==> config.mk <==
export PLATFORM = sky130hd
export DESIGN_NAME = seq_divider_param
export DESIGN_NICKNAME = d
export VERILOG_FILES = /design/src/rtl/seq_divider_param.sv
export SDC_FILE = /design/constraint.sdc
export NUM_CORES = 1
export LEC_CHECK = 0
export ABC_AREA = 1
export CAP_MARGIN = 5
export CORE_UTILIZATION = 51
export DETAILED_ROUTE_END_ITERATION = 16
export HOLD_SLACK_MARGIN = 0.06
export PLACE_DENSITY = 0.77
export SYNTH_ARGS = -nofsm -noshare
export SYNTH_HDL_FRONTEND = slang
export SYNTH_SLANG_ARGS = --single-unit
==> constraint.sdc <==
create_clock -name clk -period 1.85 [get_ports clk]
set_clock_uncertainty 0.15 [all_clocks]
set_input_delay 0.4625 -clock clk [delete_from_list [all_inputs] [get_ports clk]]
set_output_delay 0.4625 -clock clk [all_outputs]
set_load 0.01 [all_outputs]
==> src/rtl/seq_divider_param.sv <==
// Multi-cycle restoring divider with generic width, per-operation signed/unsigned mode,
// one-cycle done strobe and divide-by-zero / signed-overflow flags. One operation in flight.
module seq_divider_param #(
    parameter int WIDTH = 8
) (
    input  logic             clk,
    input  logic             reset,
    input  logic             start,
    input  logic             signed_en,
    input  logic [WIDTH-1:0] in_a,
    input  logic [WIDTH-1:0] in_b,
    output logic [WIDTH-1:0] quotient,
    output logic [WIDTH-1:0] remainder,
    output logic             busy,
    output logic             done,
    output logic             div_zero,
    output logic             overflow
);
    localparam int CNT_W = $clog2(WIDTH + 1);
    localparam logic [WIDTH-1:0] MIN_VAL = {1'b1, {(WIDTH-1){1'b0}}};

    typedef enum logic [1:0] {IDLE, CALC, DONE} state_t;

    state_t           state;
    logic [WIDTH-1:0] dvd;       // dividend magnitude, shifts out MSB-first, collects quotient bits
    logic [WIDTH-1:0] dvs;       // divisor magnitude
    logic [WIDTH-1:0] rem;
    logic [CNT_W-1:0] cnt;
    logic             neg_q;
    logic             neg_r;
    logic             dz_pend;
    logic             ovf_pend;

    logic             a_neg;
    logic             b_neg;
    logic [WIDTH-1:0] a_mag;
    logic [WIDTH-1:0] b_mag;
    logic [WIDTH:0]   shifted;
    logic [WIDTH:0]   diff;
    logic             ge;

    // Magnitudes of the incoming operands; MIN maps onto itself, which is the correct unsigned magnitude.
    always_comb begin
        a_neg = signed_en & in_a[WIDTH-1];
        b_neg = signed_en & in_b[WIDTH-1];
        a_mag = a_neg ? -in_a : in_a;
        b_mag = b_neg ? -in_b : in_b;
    end

    // One restoring step: compare instead of checking a borrow bit, so WIDTH+1 bits suffice.
    always_comb begin
        shifted = {rem, dvd[WIDTH-1]};
        ge      = (shifted >= {1'b0, dvs});
        diff    = shifted - {1'b0, dvs};
    end

    // NOTE: registers use non-blocking assignments so every branch sees the pre-edge values.
    always_ff @(posedge clk or negedge reset) begin
        if (!reset) begin
            state     <= IDLE;
            dvd       <= '0;
            dvs       <= '0;
            rem       <= '0;
            cnt       <= '0;
            neg_q     <= 1'b0;
            neg_r     <= 1'b0;
            dz_pend   <= 1'b0;
            ovf_pend  <= 1'b0;
            quotient  <= '0;
            remainder <= '0;
            busy      <= 1'b0;
            done      <= 1'b0;
            div_zero  <= 1'b0;
            overflow  <= 1'b0;
        end else begin
            done <= 1'b0;
            case (state)
                IDLE: begin
                    if (start) begin
                        dvd      <= a_mag;
                        dvs      <= b_mag;
                        rem      <= '0;
                        neg_q    <= a_neg ^ b_neg;
                        neg_r    <= a_neg;
                        dz_pend  <= (in_b == '0);
                        ovf_pend <= signed_en && (in_a == MIN_VAL) && (in_b == '1);
                        div_zero <= 1'b0;
                        overflow <= 1'b0;
                        if (in_b == '0) begin
                            state <= DONE;
                        end else begin
                            state <= CALC;
                            cnt   <= CNT_W'(WIDTH);
                            busy  <= 1'b1;
                        end
                    end
                end
                CALC: begin
                    dvd <= {dvd[WIDTH-2:0], ge};
                    rem <= ge ? diff[WIDTH-1:0] : shifted[WIDTH-1:0];
                    cnt <= cnt - 1'b1;
                    if (cnt == CNT_W'(1)) begin
                        state <= DONE;
                        busy  <= 1'b0;
                    end
                end
                DONE: begin
                    if (dz_pend) begin
                        quotient  <= '0;
                        remainder <= '0;
                    end else begin
                        quotient  <= neg_q ? -dvd : dvd;
                        remainder <= neg_r ? -rem : rem;
                    end
                    div_zero <= dz_pend;
                    overflow <= ovf_pend;
                    done     <= 1'b1;
                    state    <= IDLE;
                end
                default: state <= IDLE;
            endcase
        end
    end
endmodule

Yosys cells after proc, flatten, opt, wreduce, memory -nomap -nowiden
Cells that the tools add are included.
{"block": "totals", "inputBits": 20, "out_inout_bits": 20, "wordCells": 71, "register_bits": 54}
{"block": "classes", "n_mux": 26, "addsub": 6, "reduce_logical": 12, "eq_ne": 8, "n_lt_le_gt_ge": 1, "bitwise_logic": 3}
{"op": "8-bit two-way mux", "n": 9}
{"op": "8-bit negator", "n": 4}
{"op": "8-bit case mux with 2 select lines", "n": 2}
{"op": "8-bit == test, second input constant", "n": 2}
{"op": "9-bit by 8-bit greater-or-equal comparator with 1-bit output", "n": 1}
{"op": "8-bit zero test", "n": 1}
{"op": "4-bit two-way mux", "n": 2}
{"op": "4-bit case mux with 2 select lines", "n": 1}
{"op": "2-bit AND reduction", "n": 4}
{"op": "8-bit subtractor", "n": 1}
{"op": "2-bit two-way mux", "n": 3}
{"op": "2-bit inequality test, second input constant", "n": 3}
{"op": "1-bit case mux with 2 select lines", "n": 3}
{"op": "1-bit two-way mux", "n": 5}
{"op": "4-bit by 1-bit == test with 1-bit output, second input constant", "n": 1}
{"op": "2-bit case mux with 2 select lines", "n": 1}
{"op": "4-bit AND reduction", "n": 1}
{"op": "2-bit nonzero test", "n": 2}
{"op": "4-bit by 1-bit subtractor with 4-bit output, second input constant", "n": 1}
{"op": "3-bit AND reduction", "n": 1}
{"op": "1-bit AND", "n": 2}
{"op": "2-bit by 1-bit == test with 1-bit output, second input constant", "n": 1}
{"op": "2-bit == test, second input constant", "n": 1}
{"op": "1-bit logical AND", "n": 2}
{"op": "other kinds (2)", "n": 2}

Logic depth before layout (Yosys ltp)
{"block": "depth", "ltp_word": 4, "mapped_depth": 12, "mapped_depth_nobuf": 12}

Least setup slack after synthesis
No wires, ideal clock.
{"block": "synth_path", "kind": "reg-to-reg", "start": "register dvd[7]", "end": "register rem[4]", "slack_ns": 0.035, "required_ns": 1.583, "period_less_slack_ns": 1.815, "path_buffers": 0, "arrival_time_ns": 1.547, "path_stages_with_launch": 10, "cell_sequence": "dfrtp_1 inv_1 ha_1 inv_1 fa_1 a21oi_1 xor2_1 nand2_1 nand3_1 nand2_1"}
{"block": "synth_via", "elab_chain_len": 3, "word_cells_on_any_way": 4, "classes_between": "add/sub (1); order compare (1); mux (2)"}
{"item": "start, declared", "line": "25", "text": "logic [WIDTH-1:0] dvd;"}
{"item": "start signal, assigned", "line": "80", "text": "dvd <= a_mag;"}
{"item": "start signal, assigned", "line": "99", "text": "dvd <= {dvd[WIDTH-2:0], ge};"}
{"item": "8-bit subtractor / 9-bit by 8-bit greater-or-equal comparator with 1-bit output (equally long branches)", "line": "54, 53"}
{"item": "8-bit two-way mux *", "line": "100", "text": "rem <= ge ? diff[WIDTH-1:0] : shifted[WIDTH-1:0];"}
{"item": "8-bit case mux with 2 select lines *", "line": "77", "text": "case (state)"}
{"item": "end signal, assigned", "line": "100"}
{"item": "end, declared", "line": "27", "text": "logic [WIDTH-1:0] rem;"}
Mark *: on every way between the ends. The rest lies on a longest branch, timed or not.
A chain may end at the register's enable or synchronous reset.

Final worst setup path
{"block": "layout_path", "start": "register dvd[7]", "end": "register rem[2]"}
Same word-level chain as after synthesis.

==> reports/results.tsv <==
metric	value	unit
final_area	4610	sq um
total_power	8190	uW
rr_worst_depth	9	
io_pins	40	
max_freq	0.528	GHz
die_w	82.9	um
ys_top_cells_by_area	dfrtp_1, nand2_1, inv_1, o21ai_0, nand3_1	
seq_area	1350	sq um
cts_made_buffers	5	
core_area	6350	sq um
power_frac_clock	10.1	%
switchingPower	3880	uW
tritoncts	yes	
pwr-share-seq	25.6	%
wl_per_cell	14.6	um
via_per_inst	5.50	
fp-row-count	29	
ys_warn_count	0	
crit_arrival	1.95	ns
crit_end	rem[2]	
clockBufferDepth	2	
crit_path_end_kind	register	
final_core_util	72.6	%
start_util	52.6	%
p_sw_share	47.3	%
synth_edf_count	0	
overflow	0	
hold_class	reg2reg	
synth_area	3340	sq um
finalSetupViolCount	3	
dp_slack	-0.306	ns
fin_nets	580	
syn_inst	450	
multi_input_area	1940	sq um
finalCritPeriodShare	102	%
firstDrtPassIters	6	
ys_types	34	
synth_async_sr_flop_share	100	%
hpwl	6330	um
clock_sinks	54	
grt_pass1_vias	3318	
insertedDiodeCount	0	
synth-seq-cells	54	
root_buffer	clkbuf_8	
rsz0062_at_grt	true	
r2r_end	rem[2]	
drc	0	
critPathKind	reg2reg	
grt_use_total	25.9	%
p_leak	0.00246	uW
die_area	6880	sq um
drv_slew	0	
powerDensity	1780	nW/um^2
place_congestion	0.894	
drive_gt1_share	23.5	%
clk_latency	0.32	ns
dr_total_vias	3421	
yosysSeqAreaShare	40.4	%
critPathLaunch	dvd[7]	
synth_fp_nets	486	
cp-start-kind	register	
die-height	82.9	um
area_growth	37.9	%
synthTopCellsByCount	nand2_1, inv_1, dfrtp_1	
htree_levels	2	
relSlewSlack	80.9	%
n_fill_cell	456	
place_area	4140	sq um
violations	setup timing	
cap_violations	0	
drtIter0Drc	296	
grt_max_degree	55	
port_buffers	39	
antenna_found_initial	0	
antenna_left	0	
ir_drop	0.881	mV
combinationalPowerShare	64.3	%
final.setup.worst_slack	-0.0422	ns
crit_fanout	3	
synthDominantCellAreaShare	40.4	%
worst_pin_slew	0.286	ns
p_int	4310	uW
routed_wl	9090	um
synth_area_leader_cell	dfrtp_1	
clkTransAtPathRegs	0.10	ns
hold_violations	0	
fin_crit	1.89	ns
synth_flop_cell	dfrtp_1	
outcome	finished with violations	
r2r_start	dvd[7]	
worstPathRequired	1.91	ns
grt_pass1_wl	14500	um
synth.most_common_cell	nand2_1	
r2r_slack	-0.04	ns
syn_avg_cell_area	7.42	sq um
[per-layer routing]
| layer | part of all wire (%) | up-vias | routed length, um | track usage, % |
|---|---|---|---|---|
| li1 | - | 1650 | - | - |
| met1 | 41 | 1580 | 3700 | 33.1 |
| met2 | 50 | 162 | 4500 | 44.0 |
| met3 | 7.3 | 29 | 660 | 4.47 |
| met4 | 2.5 | 0 | 227 | 10.0 |
| met5 | 0 | - | 0 | 0 |
[cell families (layout without fill, tap and decap cells)]
| kind of cell | after synthesis | in the layout | synth area share [%] |
|---|---|---|---|
| adders and majority gates | 16 | 16 | 6.22 |
| AOI/OAI and AO/OA | 74 | 74 | 12.2 |
| xor gates and xnor gates | 13 | 13 | 3.41 |
| buffers and inverters | 75 | 169 | 8.65 |
| DFF | 54 | 54 | 40.4 |
| and+or+nand+nor | 218 | 219 | 29.0 |
[registers in the layout (all words and copies together), names as in the netlist, 2 cells and up]
register / cells
cnt: 4
dvd: 8
dvs: 8
quotient: 8
rem: 8
remainder: 8
state: 2
[layout make-up]
type / count / share of cell area (%)
sequential: 54 / 29.4
timing repair buffer: 92 / 18.2
clock buffer: 5 / 1.49
multi-input combinational: 322 / 42.2
tap: 77 / 2.09
clock inverter: 3 / 1.06
inverter: 69 / 5.68
[power groups by stage]
stage	logic [uW]	registers, uW	clock network, uW
after floorplan	2800	2090	0
after global placement	4170	2040	0
after detailed placement	4310	2070	0
after CTS	4450	2050	831
after global routing	5790	2160	891
final	5270	2100	824
[metrics by stage]
stage	std cells	TNS [ns]	hold slack, ns
6_report	622	-0.0612	0.334
5_1_grt	622	-0.578	0.368
4_1_cts	615	0	0.343
3_5_place_dp	605	-3.35	0.318
3_3_place_gp	605	-2.50	0.315
2_1_floorplan	450	0	0.0169
[worst min-delay path by stage]
stage	from	endpoint	cells past startpoint
6_report	quotient[2]	quotient[2]	2
3_5_place_dp	quotient[2]	quotient[2]	2
3_3_place_gp	quotient[4]	quotient[4]	2
2_1_floorplan	reset	busy	0
4_1_cts	quotient[2]	quotient[2]	2
5_1_grt	remainder[3]	remainder[3]	2
[repair_timing]
item,CTS,global route
cloned,0,1
pin swaps,2,17
endpoints found under the setup margin,12,28
hold buffers,1,0
hold endpoints to repair,54,0
setup buffers,1,6
resized for setup,10,72
[critical path, cell delays in order, from the launching register on]
cell and delay (ns):
dfrtp_1 0.41, inv_2 0.09, ha_4 0.14, inv_2 0.04, fa_2 0.40, buf_4 0.17
xnor2_2 0.16, nand2_1 0.09, nand3_1 0.08, nand2_1 0.06
[cells in the final DEF (no fill, tap or decap), types with 6 or more instances in the layout]
| master | Yosys | routed |
|---|---|---|
| nand4_1 | 6 | 6 |
| inv_2 | 2 | 15 |
| clkdlybuf4s50_1 | 0 | 18 |
| xor2_1 | 12 | 12 |
| nor2_1 | 23 | 18 |
| o21ai_0 | 44 | 42 |
| nand2_1 | 127 | 116 |
| buf_4 | 1 | 50 |
| inv_1 | 67 | 53 |
| ha_4 | 0 | 9 |
| nand3_1 | 41 | 36 |
| a21oi_1 | 16 | 14 |
| dfrtp_1 | 54 | 53 |
| nand2_2 | 2 | 12 |
| dlymetal6s2s_1 | 0 | 16 |
No activity file was read; power rests on OpenSTA's default activity.
